### config.mk
export PLATFORM = sky130hd
export DESIGN_NAME = alu_ctrl_seq
export DESIGN_NICKNAME = d
export VERILOG_FILES = /design/src/rtl/alu_ctrl_seq_pkg.sv /design/src/rtl/alu_ctrl_seq_branch_cond_eval.sv /design/src/rtl/alu_ctrl_seq.sv
export SDC_FILE = /design/constraint.sdc
export NUM_CORES = 1
export LEC_CHECK = 0
export CORE_ASPECT_RATIO = 2
export CORE_MARGIN = 2
export CORE_UTILIZATION = 40
export DETAILED_ROUTE_END_ITERATION = 8
export PLACE_DENSITY = 0.77
export RECOVER_POWER = 25
export SLEW_MARGIN = 25
export SYNTH_ARGS = -nofsm -noshare
export SYNTH_HDL_FRONTEND = slang
export SYNTH_SLANG_ARGS = --single-unit
### constraint.sdc
create_clock -name clk -period 5.1 [get_ports clk]
set_input_delay 0.765 -clock clk [delete_from_list [all_inputs] [get_ports clk]]
set_output_delay 0.765 -clock clk [all_outputs]
set_load 0.1 [all_outputs]
### src/rtl/alu_ctrl_seq_pkg.sv
// Shared encodings for the RISC control sequencer: instruction classes,
// ALU function selects, branch conditions and the sequencer state.
package risc_pkg;

  localparam logic [1:0] CLS_ALU_RR = 2'b00;
  localparam logic [1:0] CLS_ALU_RI = 2'b01;
  localparam logic [1:0] CLS_BRANCH = 2'b10;
  localparam logic [1:0] CLS_SYS    = 2'b11;

  localparam logic [3:0] FS_TSF_A   = 4'b0000;
  localparam logic [3:0] FS_INC     = 4'b0001;
  localparam logic [3:0] FS_ADD     = 4'b0010;
  localparam logic [3:0] FS_ADD_INC = 4'b0011;
  localparam logic [3:0] FS_ADD_NB  = 4'b0100;
  localparam logic [3:0] FS_SUB     = 4'b0101;
  localparam logic [3:0] FS_DEC     = 4'b0110;
  localparam logic [3:0] FS_TSF_A2  = 4'b0111;
  localparam logic [3:0] FS_AND     = 4'b1000;
  localparam logic [3:0] FS_OR      = 4'b1010;
  localparam logic [3:0] FS_XOR     = 4'b1100;
  localparam logic [3:0] FS_NOT     = 4'b1110;

  // Class 11 sub-op that stops the sequencer; every other class-11 code is a NOP
  localparam logic [3:0] SYS_HALT   = 4'b1111;

  localparam logic [3:0] COND_EQ    = 4'b0000;
  localparam logic [3:0] COND_NE    = 4'b0001;
  localparam logic [3:0] COND_LT    = 4'b0010;
  localparam logic [3:0] COND_GE    = 4'b0011;
  localparam logic [3:0] COND_LTU   = 4'b0100;
  localparam logic [3:0] COND_GEU   = 4'b0101;
  localparam logic [3:0] COND_MI    = 4'b0110;
  localparam logic [3:0] COND_AL    = 4'b0111;

  typedef enum logic [2:0] {
    ST_IDLE    = 3'd0,
    ST_DECODE  = 3'd1,
    ST_EXEC    = 3'd2,
    ST_WB      = 3'd3,
    ST_RESOLVE = 3'd4,
    ST_HALT    = 3'd5
  } seq_state_e;

  function automatic logic is_legal_fs(input logic [3:0] code);
    logic legal;
    case (code)
      FS_TSF_A, FS_INC, FS_ADD, FS_ADD_INC, FS_ADD_NB, FS_SUB,
      FS_DEC, FS_TSF_A2, FS_AND, FS_OR, FS_XOR, FS_NOT: legal = 1'b1;
      default: legal = 1'b0;
    endcase
    return legal;
  endfunction

endpackage

### src/rtl/alu_ctrl_seq_branch_cond_eval.sv
// Combinational branch-condition evaluator over {C,V,Z,N}; codes with the
// top bit set are undefined and flagged as illegal.
module branch_cond_eval
  import risc_pkg::*;
(
  input  logic [3:0] cond,
  input  logic [3:0] flags,
  output logic       taken,
  output logic       illegal_cond
);

  logic c_s;
  logic v_s;
  logic z_s;
  logic n_s;

  assign {c_s, v_s, z_s, n_s} = flags;

  // Condition decode; signed compares use N^V, unsigned compares use the carry
  always_comb begin
    taken        = 1'b0;
    illegal_cond = 1'b0;
    case (cond)
      COND_EQ:  taken = z_s;
      COND_NE:  taken = ~z_s;
      COND_LT:  taken = n_s ^ v_s;
      COND_GE:  taken = ~(n_s ^ v_s);
      COND_LTU: taken = ~c_s;
      COND_GEU: taken = c_s;
      COND_MI:  taken = n_s;
      COND_AL:  taken = 1'b1;
      default:  illegal_cond = 1'b1;
    endcase
  end

endmodule

### src/rtl/alu_ctrl_seq.sv
// Multi-cycle control sequencer in front of the ALU: decodes one instruction
// per handshake, drives an EXEC cycle, then writes back or resolves a branch.
module alu_ctrl_seq
  import risc_pkg::*;
#(
  parameter int RF_AW = 5,
  parameter int IMM_W = 16
) (
  input  logic             clk,
  input  logic             rst_n,
  input  logic             instr_valid,
  output logic             instr_ready,
  input  logic [31:0]      instr,
  output logic [3:0]       fs,
  output logic [RF_AW-1:0] sa,
  output logic [RF_AW-1:0] sb,
  output logic [RF_AW-1:0] dr,
  output logic             mb,
  output logic [31:0]      imm_out,
  input  logic             alu_c,
  input  logic             alu_v,
  input  logic             alu_z,
  input  logic             alu_n,
  output logic             rf_we,
  output logic             br_valid,
  output logic             br_taken,
  output logic [31:0]      br_offset,
  output logic [3:0]       flags,
  output logic             illegal,
  output logic             halted
);

  typedef struct packed {
    logic [3:0]       fs;
    logic             mb;
    logic [RF_AW-1:0] sa;
    logic [RF_AW-1:0] sb;
    logic [RF_AW-1:0] dr;
    logic [31:0]      imm;
  } dec_t;

  localparam int   DEC_W    = $bits(dec_t);
  localparam dec_t DEC_ZERO = dec_t'({DEC_W{1'b0}});

  seq_state_e  state_r;
  dec_t        dec_r;
  dec_t        dec_s;
  logic        dec_illegal_s;
  logic [31:0] imm_ext_s;
  logic [3:0]  cond_r;
  logic [3:0]  cond_sel_s;
  logic        is_branch_r;
  logic        is_sys_r;
  logic        is_halt_r;
  logic        taken_s;
  logic        illegal_cond_s;
  logic        instr_ready_r;
  logic        rf_we_r;
  logic        br_valid_r;
  logic        br_taken_r;
  logic [31:0] br_offset_r;
  logic [3:0]  flags_r;
  logic        illegal_r;
  logic        halted_r;

  assign imm_ext_s = {{(32-IMM_W){instr[IMM_W-1]}}, instr[IMM_W-1:0]};

  // The evaluator checks the incoming cond code at accept and the held one at EXEC
  always_comb begin
    if (state_r == ST_IDLE) begin
      cond_sel_s = instr[29:26];
    end else begin
      cond_sel_s = cond_r;
    end
  end

  branch_cond_eval u_cond (
    .cond         (cond_sel_s),
    .flags        ({alu_c, alu_v, alu_z, alu_n}),
    .taken        (taken_s),
    .illegal_cond (illegal_cond_s)
  );

  // Decode of the offered instruction; branches force A-B with a register B operand
  always_comb begin
    dec_s         = DEC_ZERO;
    dec_illegal_s = 1'b0;
    case (instr[31:30])
      CLS_ALU_RR, CLS_ALU_RI: begin
        dec_s.fs      = instr[29:26];
        dec_s.mb      = (instr[31:30] == CLS_ALU_RI);
        dec_s.dr      = instr[21 +: RF_AW];
        dec_s.sa      = instr[16 +: RF_AW];
        dec_s.sb      = instr[11 +: RF_AW];
        dec_s.imm     = imm_ext_s;
        dec_illegal_s = ~is_legal_fs(instr[29:26]);
      end
      CLS_BRANCH: begin
        dec_s.fs      = FS_SUB;
        dec_s.mb      = 1'b0;
        dec_s.sa      = instr[16 +: RF_AW];
        dec_s.sb      = instr[11 +: RF_AW];
        dec_s.imm     = imm_ext_s;
        dec_illegal_s = illegal_cond_s;
      end
      default: begin
        dec_s         = DEC_ZERO;
        dec_illegal_s = 1'b0;
      end
    endcase
  end

  // Sequencer FSM; every output is a register updated here
  always_ff @(posedge clk or negedge rst_n) begin
    if (!rst_n) begin
      state_r       <= ST_IDLE;
      dec_r         <= DEC_ZERO;
      cond_r        <= 4'b0000;
      is_branch_r   <= 1'b0;
      is_sys_r      <= 1'b0;
      is_halt_r     <= 1'b0;
      instr_ready_r <= 1'b1;
      rf_we_r       <= 1'b0;
      br_valid_r    <= 1'b0;
      br_taken_r    <= 1'b0;
      br_offset_r   <= 32'h0000_0000;
      flags_r       <= 4'b0000;
      illegal_r     <= 1'b0;
      halted_r      <= 1'b0;
    end else begin
      case (state_r)
        ST_IDLE: begin
          if (instr_valid && instr_ready_r) begin
            state_r       <= ST_DECODE;
            instr_ready_r <= 1'b0;
            dec_r         <= dec_s;
            illegal_r     <= dec_illegal_s;
            cond_r        <= instr[29:26];
            is_branch_r   <= (instr[31:30] == CLS_BRANCH);
            is_sys_r      <= (instr[31:30] == CLS_SYS);
            is_halt_r     <= (instr[31:30] == CLS_SYS) && (instr[29:26] == SYS_HALT);
          end else begin
            instr_ready_r <= 1'b1;
          end
        end
        ST_DECODE: begin
          illegal_r <= 1'b0;
          if (illegal_r) begin
            state_r       <= ST_IDLE;
            dec_r         <= DEC_ZERO;
            instr_ready_r <= 1'b1;
          end else if (is_halt_r) begin
            state_r  <= ST_HALT;
            halted_r <= 1'b1;
          end else if (is_sys_r) begin
            state_r       <= ST_IDLE;
            instr_ready_r <= 1'b1;
          end else begin
            state_r <= ST_EXEC;
          end
        end
        ST_EXEC: begin
          // Flags are captured raw, including X, so the branch sees exactly what EXEC saw
          flags_r <= {alu_c, alu_v, alu_z, alu_n};
          if (is_branch_r) begin
            state_r     <= ST_RESOLVE;
            br_valid_r  <= 1'b1;
            br_taken_r  <= taken_s;
            br_offset_r <= dec_r.imm;
          end else begin
            state_r <= ST_WB;
            rf_we_r <= 1'b1;
          end
        end
        ST_WB, ST_RESOLVE: begin
          state_r       <= ST_IDLE;
          rf_we_r       <= 1'b0;
          br_valid_r    <= 1'b0;
          br_taken_r    <= 1'b0;
          br_offset_r   <= 32'h0000_0000;
          dec_r         <= DEC_ZERO;
          instr_ready_r <= 1'b1;
        end
        ST_HALT: begin
          state_r       <= ST_HALT;
          instr_ready_r <= 1'b0;
          halted_r      <= 1'b1;
        end
        default: begin
          state_r       <= ST_IDLE;
          dec_r         <= DEC_ZERO;
          instr_ready_r <= 1'b1;
          rf_we_r       <= 1'b0;
          br_valid_r    <= 1'b0;
          br_taken_r    <= 1'b0;
          br_offset_r   <= 32'h0000_0000;
          illegal_r     <= 1'b0;
        end
      endcase
    end
  end

  assign instr_ready = instr_ready_r;
  assign fs          = dec_r.fs;
  assign sa          = dec_r.sa;
  assign sb          = dec_r.sb;
  assign dr          = dec_r.dr;
  assign mb          = dec_r.mb;
  assign imm_out     = dec_r.imm;
  assign rf_we       = rf_we_r;
  assign br_valid    = br_valid_r;
  assign br_taken    = br_taken_r;
  assign br_offset   = br_offset_r;
  assign flags       = flags_r;
  assign illegal     = illegal_r;
  assign halted      = halted_r;

endmodule

==> reports/metrics.cfg <==
[outcome]
status = finished clean

[logic_synthesis]
ys_types = 38
post_synth_main_area_contributors = dfrtp_1, buf_4, a22o_1, nand2_1, o21ai_0
synth_nets = 355
syn_avg_cell_area_sq_um = 10.4
synthArstFlopShare = 1.00
syn-cell-area_sq_um = 3290
syn_inst = 316
yosys_warnings = 0
synth_top_cell_by_area = dfrtp_1
yosysSeqAreaShare = 0.549
yosys_register_bits = 72
ys.flop_type = dfrtp_1
synth_top_area_share = 0.541
synth_edf_count = 0

[final_layout]
fin_nets = 452
area_delta_synth_final_pct = 43.0
diodes = 0
num-fill-cells = 653
final_cell_mix = clkdlybuf4s50_1, dfrtp_1, nand2_1
drive_gt1_frac = 0.0694
final_common_cell = clkdlybuf4s50_1
seqCellArea_sq_um = 1800
multi_input_area_sq_um = 1150
fin_util = 0.592

[timing]
rsz0062_at_grt = false
hold_viol_final = 0
clock_skew_ns = 0.00609
post-route-min-period_ns = 3.00
worst_pin_slew_ns = 1.02
worst_slack_ns = 2.10
period_share = 0.587
slew_violations = 0
tns_ns = 0
max_freq_mhz = 334
setup_violations = 0
timing.slew.headroom = 0.317

[global_route]
grt_remaining_overflow = 0
grt_pass1_vias = 2644
track_usage = 0.187
antenna_found_initial = 0
grt_pass1_wl_um = 12700
grt_max_degree = 73

[floorplan]
dieWidth_um = 68.1
core-area_sq_um = 7940
start_util = 0.414
num_rows = 46
io_pins = 133
die_y_um = 132
die_area_sq_um = 9000

[placement]
place_congestion = 0.825
io_buffers = 132
hpwl_um = 5810
pre_cts_slack_ns = 2.39

[setup_path]
cp_top_family = buffers and inverters
path_buf_inv = 1
arrival_ns = 2.23
cp_cell_sequence = clkdlybuf4s50_1
start_kind = register
critPathRequiredTime_ns = 4.34
slowest_delay_ns = 1.24
slowest_stage = clkdlybuf4s50_1
cp-startpoint = imm_out[30]
crit_path_max_fanout = 19
critical_path_class = reg2out
endpoint_kind = primary output
r2r_start = state_r[1]

[clock_network]
cts_buffers = 9
cts_tree = done
clock_path_buffers = 2
postCtsSetupRepairBufs = 0
cts_resized = 0
root_buffer = clkbuf_16
insertion_delay_ns = 0.33
clock-sinks = 72
htreeDepth = 3
clk_pin_slew_ns = 0.06
cts_hold_buf = 0

[routing]
drc = 0
wl_per_cell_um = 15.7
via_per_inst = 5.07
wirelength_um = 8090
ant_nets = 0
drt_iter0_markers = 186
num_vias = 2608
first_pass_iters = 4

[min_path]
hp-class = reg2reg
hold_path.startpoint = halted

[run]
drv_cap = 0

-- cell families after synthesis --
kind of cell              share of synthesized area
muxes                                        0.0396
buffers and inverters                         0.100
and+or+nand+nor                               0.131
xor gates and xnor gates                    0.00267
DFF                                           0.549
AOI/OAI and AO/OA                             0.178
-- path summary, 6_finish.rpt --
kind / to / slack, ns / cells after the start
worst max-delay path: imm_out[24] / 2.10 / 1
worst min-delay path: halted / 0.47 / 1
worst max register to register: sb[1] / 2.72 / 4
worst min register to register: halted / 0.47 / 1
max in group asynchronous: fs[0] / 3.93 / 1
min in group asynchronous: flags[2] / 0.56 / 1
-- synthesized netlist by cell type, types with 2 or more instances --
| master | count |
|---|---|
| nor2b_1 | 5 |
| inv_1 | 2 |
| nand2_1 | 63 |
| nand2b_1 | 7 |
| a22o_1 | 27 |
| mux2_2 | 8 |
| nand3_1 | 2 |
| o21ai_0 | 40 |
| a21oi_1 | 5 |
| nor2_1 | 10 |
| buf_6 | 3 |
| dfrtp_1 | 71 |
| mux2i_1 | 4 |
| clkbuf_1 | 10 |
| a21o_1 | 2 |
| buf_4 | 33 |
| nor3b_1 | 3 |
-- layer usage --
metal / global-route usage / wire, um / up-vias
met2: 0.340 / 4520 / 91
met1: 0.196 / 2990 / 1254
li1: - / - / 1251
met5: 0 / 0 / -
met3: 0.0367 / 416 / 12
met4: 0.0811 / 157 / 0
-- sequential cells by signal, summed over array words and instances, names as in the netlist, 4 cells and up --
signal     count
fs             4
sb             5
sa             5
cond_r         4
flags          4
imm_out       16
dr             5
br_offset     16
-- metrics by stage --
| step | area [sq um] | hold WS [ns] | instances |
|---|---|---|---|
| floorplan | 3290 | 0.450 | 316 |
| global placement | 4410 | 0.450 | 498 |
| detailed placement | 4410 | 0.455 | 498 |
| CTS | 4700 | 0.472 | 514 |
| global route | 4700 | 0.492 | 514 |
| finish | 4700 | 0.465 | 514 |
-- final cells by class --
type	count	share of cell area
Multi-Input combinational cell	195	0.245
Timing Repair Buffer	133	0.282
Tap cell	96	0.0256
Sequential cell	72	0.384
Inverter	2	0.00160
Clock buffer	11	0.0495
Clock inverter	5	0.0122
Power is not shown: default switching activity piles up to over one toggle a cycle in this logic, so the estimate is an artifact.
